--- src/rtl/mem_bus_responder.sv ---
// mem_bus_responder: services core fetch/read/write requests either as
// little-endian byte beats on the external memory port or as a single
// halfword transaction on the IO port, returning one-cycle done pulses.
module mem_bus_responder #(
  parameter int unsigned RV = 16,
  parameter int unsigned VA = RV
) (
  input  logic          clk,
  input  logic          reset_n,
  input  logic [VA-1:1] pc,
  input  logic          ifetch,
  output logic          idone,
  output logic [RV-1:0] insn,
  input  logic [VA-1:1] addr,
  input  logic [1:0]    rstrobe,
  output logic          rdone,
  output logic [RV-1:0] rdata,
  input  logic [1:0]    wmask,
  input  logic [RV-1:0] wdata,
  output logic          wdone,
  input  logic          io_access,
  output logic          mem_req,
  output logic          mem_we,
  output logic [VA-1:0] mem_addr,
  output logic [7:0]    mem_wdata,
  input  logic [7:0]    mem_rdata,
  input  logic          mem_ack,
  output logic          io_req,
  output logic          io_we,
  output logic [VA-1:1] io_addr,
  output logic [RV-1:0] io_wdata,
  input  logic [RV-1:0] io_rdata,
  input  logic          io_ack
);

  typedef enum logic [2:0] {IDLE, BEAT0, BEAT1, IOWAIT, RESP} state_t;
  typedef enum logic [1:0] {K_FETCH, K_READ, K_WRITE} kind_t;

  state_t        state, next_state;
  kind_t         kind_q;
  logic [VA-1:1] cmd_addr;
  logic [RV-1:0] cmd_data;
  logic          cmd_half;
  logic          cmd_odd;
  logic [7:0]    lo_byte;
  logic [RV-1:0] insn_q;
  logic [RV-1:0] rdata_q;

  logic data_req;
  assign data_req = (|wmask) || (|rstrobe);

  // State register
  always_ff @(posedge clk or negedge reset_n) begin
    if (!reset_n) state <= IDLE;
    else          state <= next_state;
  end

  // Next-state: requests are only looked at in IDLE; RESP always returns to IDLE
  always_comb begin
    next_state = state;
    unique case (state)
      IDLE: begin
        if (data_req)    next_state = io_access ? IOWAIT : BEAT0;
        else if (ifetch) next_state = BEAT0;
      end
      BEAT0:   if (mem_ack) next_state = cmd_half ? BEAT1 : RESP;
      BEAT1:   if (mem_ack) next_state = RESP;
      IOWAIT:  if (io_ack)  next_state = RESP;
      RESP:    next_state = IDLE;
      default: next_state = IDLE;
    endcase
  end

  // Command latch on acceptance and capture of returned data
  always_ff @(posedge clk or negedge reset_n) begin
    if (!reset_n) begin
      kind_q   <= K_FETCH;
      cmd_addr <= '0;
      cmd_data <= '0;
      cmd_half <= 1'b0;
      cmd_odd  <= 1'b0;
      lo_byte  <= '0;
      insn_q   <= '0;
      rdata_q  <= '0;
    end else begin
      unique case (state)
        IDLE: begin
          if (|wmask) begin
            kind_q   <= K_WRITE;
            cmd_addr <= addr;
            cmd_data <= wdata;
            cmd_half <= &wmask;
            cmd_odd  <= (wmask == 2'b10);
          end else if (|rstrobe) begin
            kind_q   <= K_READ;
            cmd_addr <= addr;
            cmd_half <= &rstrobe;
            cmd_odd  <= (rstrobe == 2'b10);
          end else if (ifetch) begin
            kind_q   <= K_FETCH;
            cmd_addr <= pc;
            cmd_half <= 1'b1;
            cmd_odd  <= 1'b0;
          end
        end
        BEAT0: begin
          if (mem_ack) begin
            lo_byte <= mem_rdata;
            if (kind_q == K_READ && !cmd_half) rdata_q <= {8'h00, mem_rdata};
          end
        end
        BEAT1: begin
          if (mem_ack) begin
            if (kind_q == K_FETCH)     insn_q  <= {mem_rdata, lo_byte};
            else if (kind_q == K_READ) rdata_q <= {mem_rdata, lo_byte};
          end
        end
        IOWAIT: begin
          if (io_ack && kind_q == K_READ) rdata_q <= io_rdata;
        end
        default: ;
      endcase
    end
  end

  // Outputs decoded from state so an asynchronous reset drops them at once
  always_comb begin
    mem_req   = 1'b0;
    mem_we    = 1'b0;
    mem_addr  = '0;
    mem_wdata = '0;
    io_req    = 1'b0;
    io_we     = 1'b0;
    io_addr   = '0;
    io_wdata  = '0;
    idone     = 1'b0;
    rdone     = 1'b0;
    wdone     = 1'b0;
    unique case (state)
      BEAT0: begin
        mem_req   = 1'b1;
        mem_we    = (kind_q == K_WRITE);
        mem_addr  = {cmd_addr, cmd_odd};
        mem_wdata = cmd_odd ? cmd_data[15:8] : cmd_data[7:0];
      end
      BEAT1: begin
        mem_req   = 1'b1;
        mem_we    = (kind_q == K_WRITE);
        mem_addr  = {cmd_addr, 1'b1};
        mem_wdata = cmd_data[15:8];
      end
      IOWAIT: begin
        io_req   = 1'b1;
        io_we    = (kind_q == K_WRITE);
        io_addr  = cmd_addr;
        io_wdata = cmd_data;
      end
      RESP: begin
        idone = (kind_q == K_FETCH);
        rdone = (kind_q == K_READ);
        wdone = (kind_q == K_WRITE);
      end
      default: ;
    endcase
  end

  assign insn  = insn_q;
  assign rdata = rdata_q;

endmodule

--- config.mk ---
export PLATFORM = sky130hd
export DESIGN_NAME = mem_bus_responder
export DESIGN_NICKNAME = d
export VERILOG_FILES = /design/src/rtl/mem_bus_responder.sv
export SDC_FILE = /design/constraint.sdc
export NUM_CORES = 1
export LEC_CHECK = 0
export CAP_MARGIN = 20
export CORE_MARGIN = 2
export CORE_UTILIZATION = 34
export CTS_CLUSTER_SIZE = 20
export DETAILED_ROUTE_END_ITERATION = 10
export GPL_TIMING_DRIVEN = 1
export PLACE_DENSITY_LB_ADDON = 0.15
export SLEW_MARGIN = 20
export SYNTH_ARGS = -nofsm -noshare
export SYNTH_HDL_FRONTEND = slang
export SYNTH_SLANG_ARGS = --single-unit
--- constraint.sdc ---
create_clock -name clk -period 1.95 [get_ports clk]
set_input_delay 0.2925 -clock clk [delete_from_list [all_inputs] [get_ports clk]]
set_output_delay 0.2925 -clock clk [all_outputs]
set_load 0.05 [all_outputs]
==> results of run 1 <==
==> sequential cells by signal (all words and copies together) (netlist names) <==
signal    count
cmd_addr     15
cmd_data     16
cmd_half      1
cmd_odd       1
insn         16
kind_q        2
lo_byte       8
rdata        16
state         3
==> logic make-up (layout without fill, tap and decap cells) <==
| family | Yosys count | after routing |
|---|---|---|
| AO/OA/AOI/OAI | 62 | 62 |
| adder cells (fa/ha/maj) | 2 | 2 |
| buffers and inverters | 35 | 230 |
| flip-flops | 78 | 78 |
| multiplexers | 82 | 82 |
| AND/OR/NAND/NOR | 127 | 127 |
==> cells in the final DEF, fill, tap and decap left out, drive strengths merged <==
cell type and count:
or3 1, o31a 1, and2 15, dfrtp 78, nand2 16, a21oi 20
clkbuf 13, ha 2, o22ai 17, and2b 1, o2bb2ai 1, o21bai 1
nor3 7, nor2 44, nor4 1, buf 96, o21ai 8, o211ai 1
o21ba 1, bufinv 1, mux2i 17, a22oi 9, nand2b 4, a22o 1
nor3b 3, a211o 1, a32oi 1, mux2 65, clkinv 2, clkinvlp 1
clkdlybuf4s50 110, inv 6, dlygate4sd3 1, nor2b 3, and3 32
==> worst register-to-register path, stage by stage, from the launching register on <==
cell     delay (ns)
dfrtp_2        0.45
buf_4          0.15
or3_1          0.46
buf_4          0.20
a21oi_4        0.16
mux2_1         0.34
==> final cells by class <==
| class | instances | area, um2 |
|---|---|---|
| clock inverters | 4 | 47.5 |
| clock buffers | 11 | 243 |
| repair buffers | 209 | 2730 |
| well taps | 147 | 184 |
| fillers | 993 | 4660 |
| multi-input cells | 273 | 2160 |
| inverters | 6 | 22.5 |
| flip-flops and latches | 78 | 1960 |
==> layer usage <==
metal  wire length [um]  track usage, %  vias up
met1               5180            23.9     1773
li1                   -               -     1748
met3                893            5.90        9
met2               6340            32.7      113
met4                150            5.30        0
met5                  0               0        -
==> worst paths after layout <==
kind / slack, ns / end / depth (start not counted) / start
max: 0.009 / mem_addr[10] / 5 / state[0]
min: 0.48 / cmd_data[1] / 2 / reset_n
max reg2reg: 0.07 / cmd_odd / 5 / state[0]
min reg2reg: 0.49 / rdata[7] / 1 / rdata[7]
max in group asynchronous: 0.87 / lo_byte[7] / 3 / reset_n
min in group clk: 0.49 / rdata[7] / 1 / rdata[7]
==> power groups by stage <==
| stage | logic, uW | registers (uW) | clock network, uW |
|---|---|---|---|
| 5_1_grt | 10100 | 3080 | 1760 |
| 3_5_place_dp | 9140 | 3000 | 0 |
| 3_3_place_gp | 9060 | 2960 | 0 |
| 4_1_cts | 9340 | 2980 | 1680 |
| 6_report | 9590 | 2970 | 1630 |
| 2_1_floorplan | 4440 | 3820 | 0 |
==> timing repair <==
action / in CTS / in global routing
buffers inserted: 4 / 2
setup endpoints to repair: 27 / 59
gates resized for setup: 10 / 24
hold buffers: 1 / 0
pin swaps: 1 / 6
hold endpoints to repair: 34 / 0
cloned: 0 / 1
==> stage by stage <==
step	cell area [um2]	hold slack (ns)	util [%]	std cells	setup TNS, ns
floorplan	4230	-0.00309	-	386	-0.187
global placement	6870	0.292	57.2	705	0
detailed placement	6870	0.298	57.2	705	-1.13
CTS	7240	0.487	60.3	725	-0.00228
global route	7350	0.497	61.2	728	-0.311
finish	7350	0.479	61.2	728	0
==> results_dict.tcl, run 1 <==
set metrics [dict create \
    status "finished clean" \
    pwr-share-comb_pct 67.6 \
    post-place-ws_ns -0.106 \
    total_leakage_power_uw 0.00322 \
    synth.top_cells.by_count "78 x dfrtp_1, 49 x mux2_1, 43 x nor2_1, 32 x and3_1, 17 x mux2i_1" \
    antenna_found_initial 0 \
    ys_types 41 \
    ios 174 \
    synth_area_leaders "dfrtp_1 47%, mux2_1 13%, and3_1 4.8%" \
    critPathCaptureType "output pin" \
    ant_nets 0 \
    clock_latency_ns 0.33 \
    fmax_mhz 515 \
    intPower_uw 7780 \
    first_iter_violations 119 \
    period_share_pct 99.6 \
    grt_usage_pct 19.3 \
    ys_ff_latch 78 \
    min_path_type "in2async" \
    cpMaxStageDelayCell "dfrtp_2" \
    final.setup_skew_ns 0.00687 \
    syn_inst 386 \
    die_x_um 115 \
    dieArea_um2 13200 \
    yosysWarnings 0 \
    seq_area_frac_synth_pct 46.7 \
    synth_edf_count 0 \
    cts_tree "done" \
    layout.nets 659 \
    synth_nets 468 \
    finalCriticalPeriod_ns 1.94 \
    grt_max_degree 45 \
    numCtsBuffers 9 \
    wl_per_cell_um 17.3 \
    syn_avg_cell_area_um2 10.8 \
    synthAdderAreaFrac_pct 0.598 \
    routabilityCongestion 0.785 \
    synth_top_family_by_area "multiplexers" \
    worstPathMaxFanout 8 \
    drv_slew 0 \
    firstDrtPassIters 5 \
    cp.arrival_ns 1.65 \
    postSynth.asyncResetShare_pct 100 \
    dp_hpwl_um 9350 \
    avgViaCountPerCell 5.00 \
    rsz0062_at_grt "yes" \
    wl_um 12600 \
    worstSetupPathType "reg2out" \
    grt_pass1_wl_um 19700 \
    synth_most_common_cell "dfrtp_1" \
    timing.final.ws_setup_ns 0.00874 \
    start_kind "flop" \
    hold_viol 0 \
    seqPwrFrac_pct 20.9 \
    core_um2 12000 \
    worstPathCellList "nor2b_4, o21ba_4, buf_12, and2_1, buf_12" \
    maxCapViolCount 0 \
    vias 3643 \
    synth_compound_area_share_pct 10.3 \
    cts.sinks 78 \
    worst-endpoint-required_ns 1.66 \
    cts-root-buf "clkbuf_16" \
    path_buf_inv 2 \
    worst_pin_slew_ns 0.544 \
    cp_common_cell "buf_12" \
    max_stage_delay_ns 0.45 \
    drive_gt1_share_pct 30.6 \
    synthMuxAreaShare_pct 21.6 \
    grt_pass1_vias 3738 \
    num_rows 40 \
    clk_pin_slew_ns 0.06 \
    swShare_pct 45.2 \
    cellPowerDensity_nw_per_um2 1930 \
    synth_ff_type "dfrtp_1" \
    cts.htree.levels 3 \
    synth-simple-area-share_pct 16.3 \
    die_y_um 115 \
    synthToLayoutAreaGrowth_pct 75.7 \
    relSlewSlack_pct 63.6 \
    p_sw_uw 6410 \
    clkPwrFrac_pct 11.5 \
    setup_viol 0 \
    diodes 0 \
    synth.largest_area_cell "dfrtp_1" \
    yosysTopAreaCellShare_pct 46.7 \
    synth_xor_area_share_pct 0 \
    drc 0 \
    overflow 0 \
    cts-root-to-sink-buffers 2 \
    synth_area_um2 4180 \
    start_util_pct 34.8 \
    critPathTopFamily "flip-flops" \
    io_buffer_count 173 \
    finalPower_uw 14200 \
    ir_drop_mv 0.928 \
]
Note: power is estimated with default switching activity, not from simulation.
==> run 2, diff against run 1 <==
- GPL_TIMING_DRIVEN: 1 -> 0
- TNS_END_PERCENT: not set -> 10
==> run 2 against run 1 <==
Effect of this change: the flow now finishes with violations (negative setup slack); setup slack got worse by 0.057 ns; routed wire length rose by 1.8%; sequential share of layout area rose by 2.0 points; clock power fell by 2%; non-clock buffer count fell by 1; critical path depth did not move; combinational power fell by 9.5%; first-iteration DRC count rose by 50%; clock skew rose by 0.0026 ns; flip-flop and latch count did not move; fmax fell by 2.9%; highest routed layer unchanged.
==> results_dict.tcl, run 2 (synthesized netlist as in run 1, its figures left out) <==
set metrics [dict create \
    io_buffer_count 173 \
    worstPathCellList "buf_6, and2b_4, buf_8, and3_1, buf_6" \
    clkPwrFrac_pct 12.0 \
    overflow 0 \
    setup_viol 40 \
    antenna_found_initial 0 \
    r2r_cells 6 \
    max_stage_delay_ns 0.38 \
    total_leakage_power_uw 0.00305 \
    p_sw_uw 6340 \
    fmax_mhz 500 \
    die_x_um 115 \
    status "finished, violations left" \
    drive_gt1_share_pct 30.2 \
    final.setup_skew_ns 0.00948 \
    dp_hpwl_um 9160 \
    cp-endpoint "io_wdata[7]" \
    diodes 0 \
    reg2reg_slack_ns 0 \
    path_buf_inv 3 \
    avgViaCountPerCell 5.05 \
    ios 174 \
    hold_ws_ns 0.453 \
    firstDrtPassIters 4 \
    maxCapViolCount 0 \
    crit_cells 5 \
    grt_pass1_vias 3825 \
    start_util_pct 34.8 \
    critPathTopFamily "simple AND/OR/NAND/NOR gates" \
    ant_nets 0 \
    dieArea_um2 13200 \
    routabilityCongestion 0.799 \
    final_cell_mix "110 x clkdlybuf4s50_1, 75 x dfrtp_1, 47 x mux2_1" \
    wl_um 12800 \
    timing.final.ws_setup_ns -0.0485 \
    seqPwrFrac_pct 22.6 \
    violations "negative setup slack" \
    clock_latency_ns 0.34 \
    numCtsBuffers 9 \
    wl_met2_um 6310 \
    cp.arrival_ns 1.71 \
    fin_util_pct 56.9 \
    grt_usage_pct 19.4 \
    finalCriticalPeriod_ns 2.00 \
    wl_per_cell_um 17.6 \
    clk_pin_slew_ns 0.06 \
    cp_common_cell "buf_6" \
    critPathCaptureType "output pin" \
    rsz0062_at_grt "yes" \
    intPower_uw 6940 \
    grt_max_degree 48 \
    r2r_end "cmd_data[7]" \
    pwr-share-comb_pct 65.4 \
    worst_pin_slew_ns 0.532 \
    mostFrequentLayoutCell "clkdlybuf4s50_1" \
    cellPowerDensity_nw_per_um2 1940 \
    cts-root-to-sink-buffers 2 \
    vias 3684 \
    worst-endpoint-required_ns 1.66 \
    wirelength_met1_um 5290 \
    met3WireLength_um 1000 \
    ir_drop_mv 1.02 \
    fin_cells 729 \
    cts-root-buf "clkbuf_16" \
    fillers 1067 \
    finalPower_uw 13300 \
    min_path_type "in2async" \
    swShare_pct 47.7 \
    grt_pass1_wl_um 19800 \
    first_iter_violations 178 \
    period_share_pct 102 \
    layout.nets 659 \
    core_um2 12000 \
    drv_slew 0 \
    r2r_start "state[0]" \
    die_y_um 115 \
    start_kind "flop" \
    cts.sinks 78 \
    highest_layer "met4" \
    worstSetupPathType "reg2out" \
    cts.htree.levels 3 \
    drc 0 \
    relSlewSlack_pct 64.4 \
    worstPathMaxFanout 11 \
    synthToLayoutAreaGrowth_pct 63.6 \
    hold_viol 0 \
    num_rows 40 \
    cpMaxStageDelayCell "dfrtp_1" \
    crit_start "state[2]" \
    cts_tree "done" \
    place_inst 707 \
]
==> run 2: worst min path at each step <==
stage / start / endpoint / slack, ns
after floorplan: reset_n / cmd_addr[10] / -0.003
final: reset_n / cmd_data[14] / 0.45
after CTS: reset_n / cmd_data[14] / 0.46
after global placement: rdata[10] / rdata[10] / 0.47
after detailed placement: reset_n / cmd_data[14] / 0.27
after global routing: reset_n / cmd_data[14] / 0.48
==> run 2: worst register-to-register path, cell delays in order, from the launching register on <==
cell and delay [ns]:
dfrtp_2 0.45, buf_4 0.18, or3_1 0.39, buf_6 0.15
nor2_8 0.17, buf_12 0.17, mux2_1 0.32
==> run 2: area by class of cell <==
class	instances	area, um2	share of cell area [%]
multi-input combinational	274	2190	32.0
sequential	78	1960	28.6
timing repair buffer	182	1960	28.6
clock buffer	11	253	3.70
buffer	26	246	3.60
tap	147	184	2.69
clock inverter	5	33.8	0.494
inverter	6	22.5	0.329
==> run 2: per-layer routing <==
layer  GRT usage [%]  up-vias
li1                -     1758
met1            23.1     1772
met2            33.5      140
met3            5.90       14
met4            6.43        0
met5               0        -
==> run 2: power by group through the flow <==
stage	Clock [uW]	Combinational, uW	Sequential, uW
final	1590	8680	3000
after global routing	1700	9150	3110
after CTS	1620	8400	2960
after detailed placement	0	7770	2940
after global placement	0	7690	2910
after floorplan	0	4360	3820
==> run 2: stage by stage <==
stage / cell area [um2] / setup WS [ns] / TNS [ns]
3_3_place_gp: 6110 / -2.31 / -231.83
3_5_place_dp: 6130 / -0.790 / -52.44
5_1_grt: 6840 / -0.108 / -5.47
2_1_floorplan: 4190 / -0.361 / -3.75
6_report: 6840 / -0.0485 / -0.934
4_1_cts: 6600 / -0.136 / -5.14
==> run 2: what timing repair did <==
item,in CTS,in global routing
endpoints found under the setup margin,89,103
gates resized for setup,449,70
pin swaps,13,3
hold buffers,1,0
endpoints found under the hold margin,31,0
buffers inserted,5,1
gates cloned,2,0
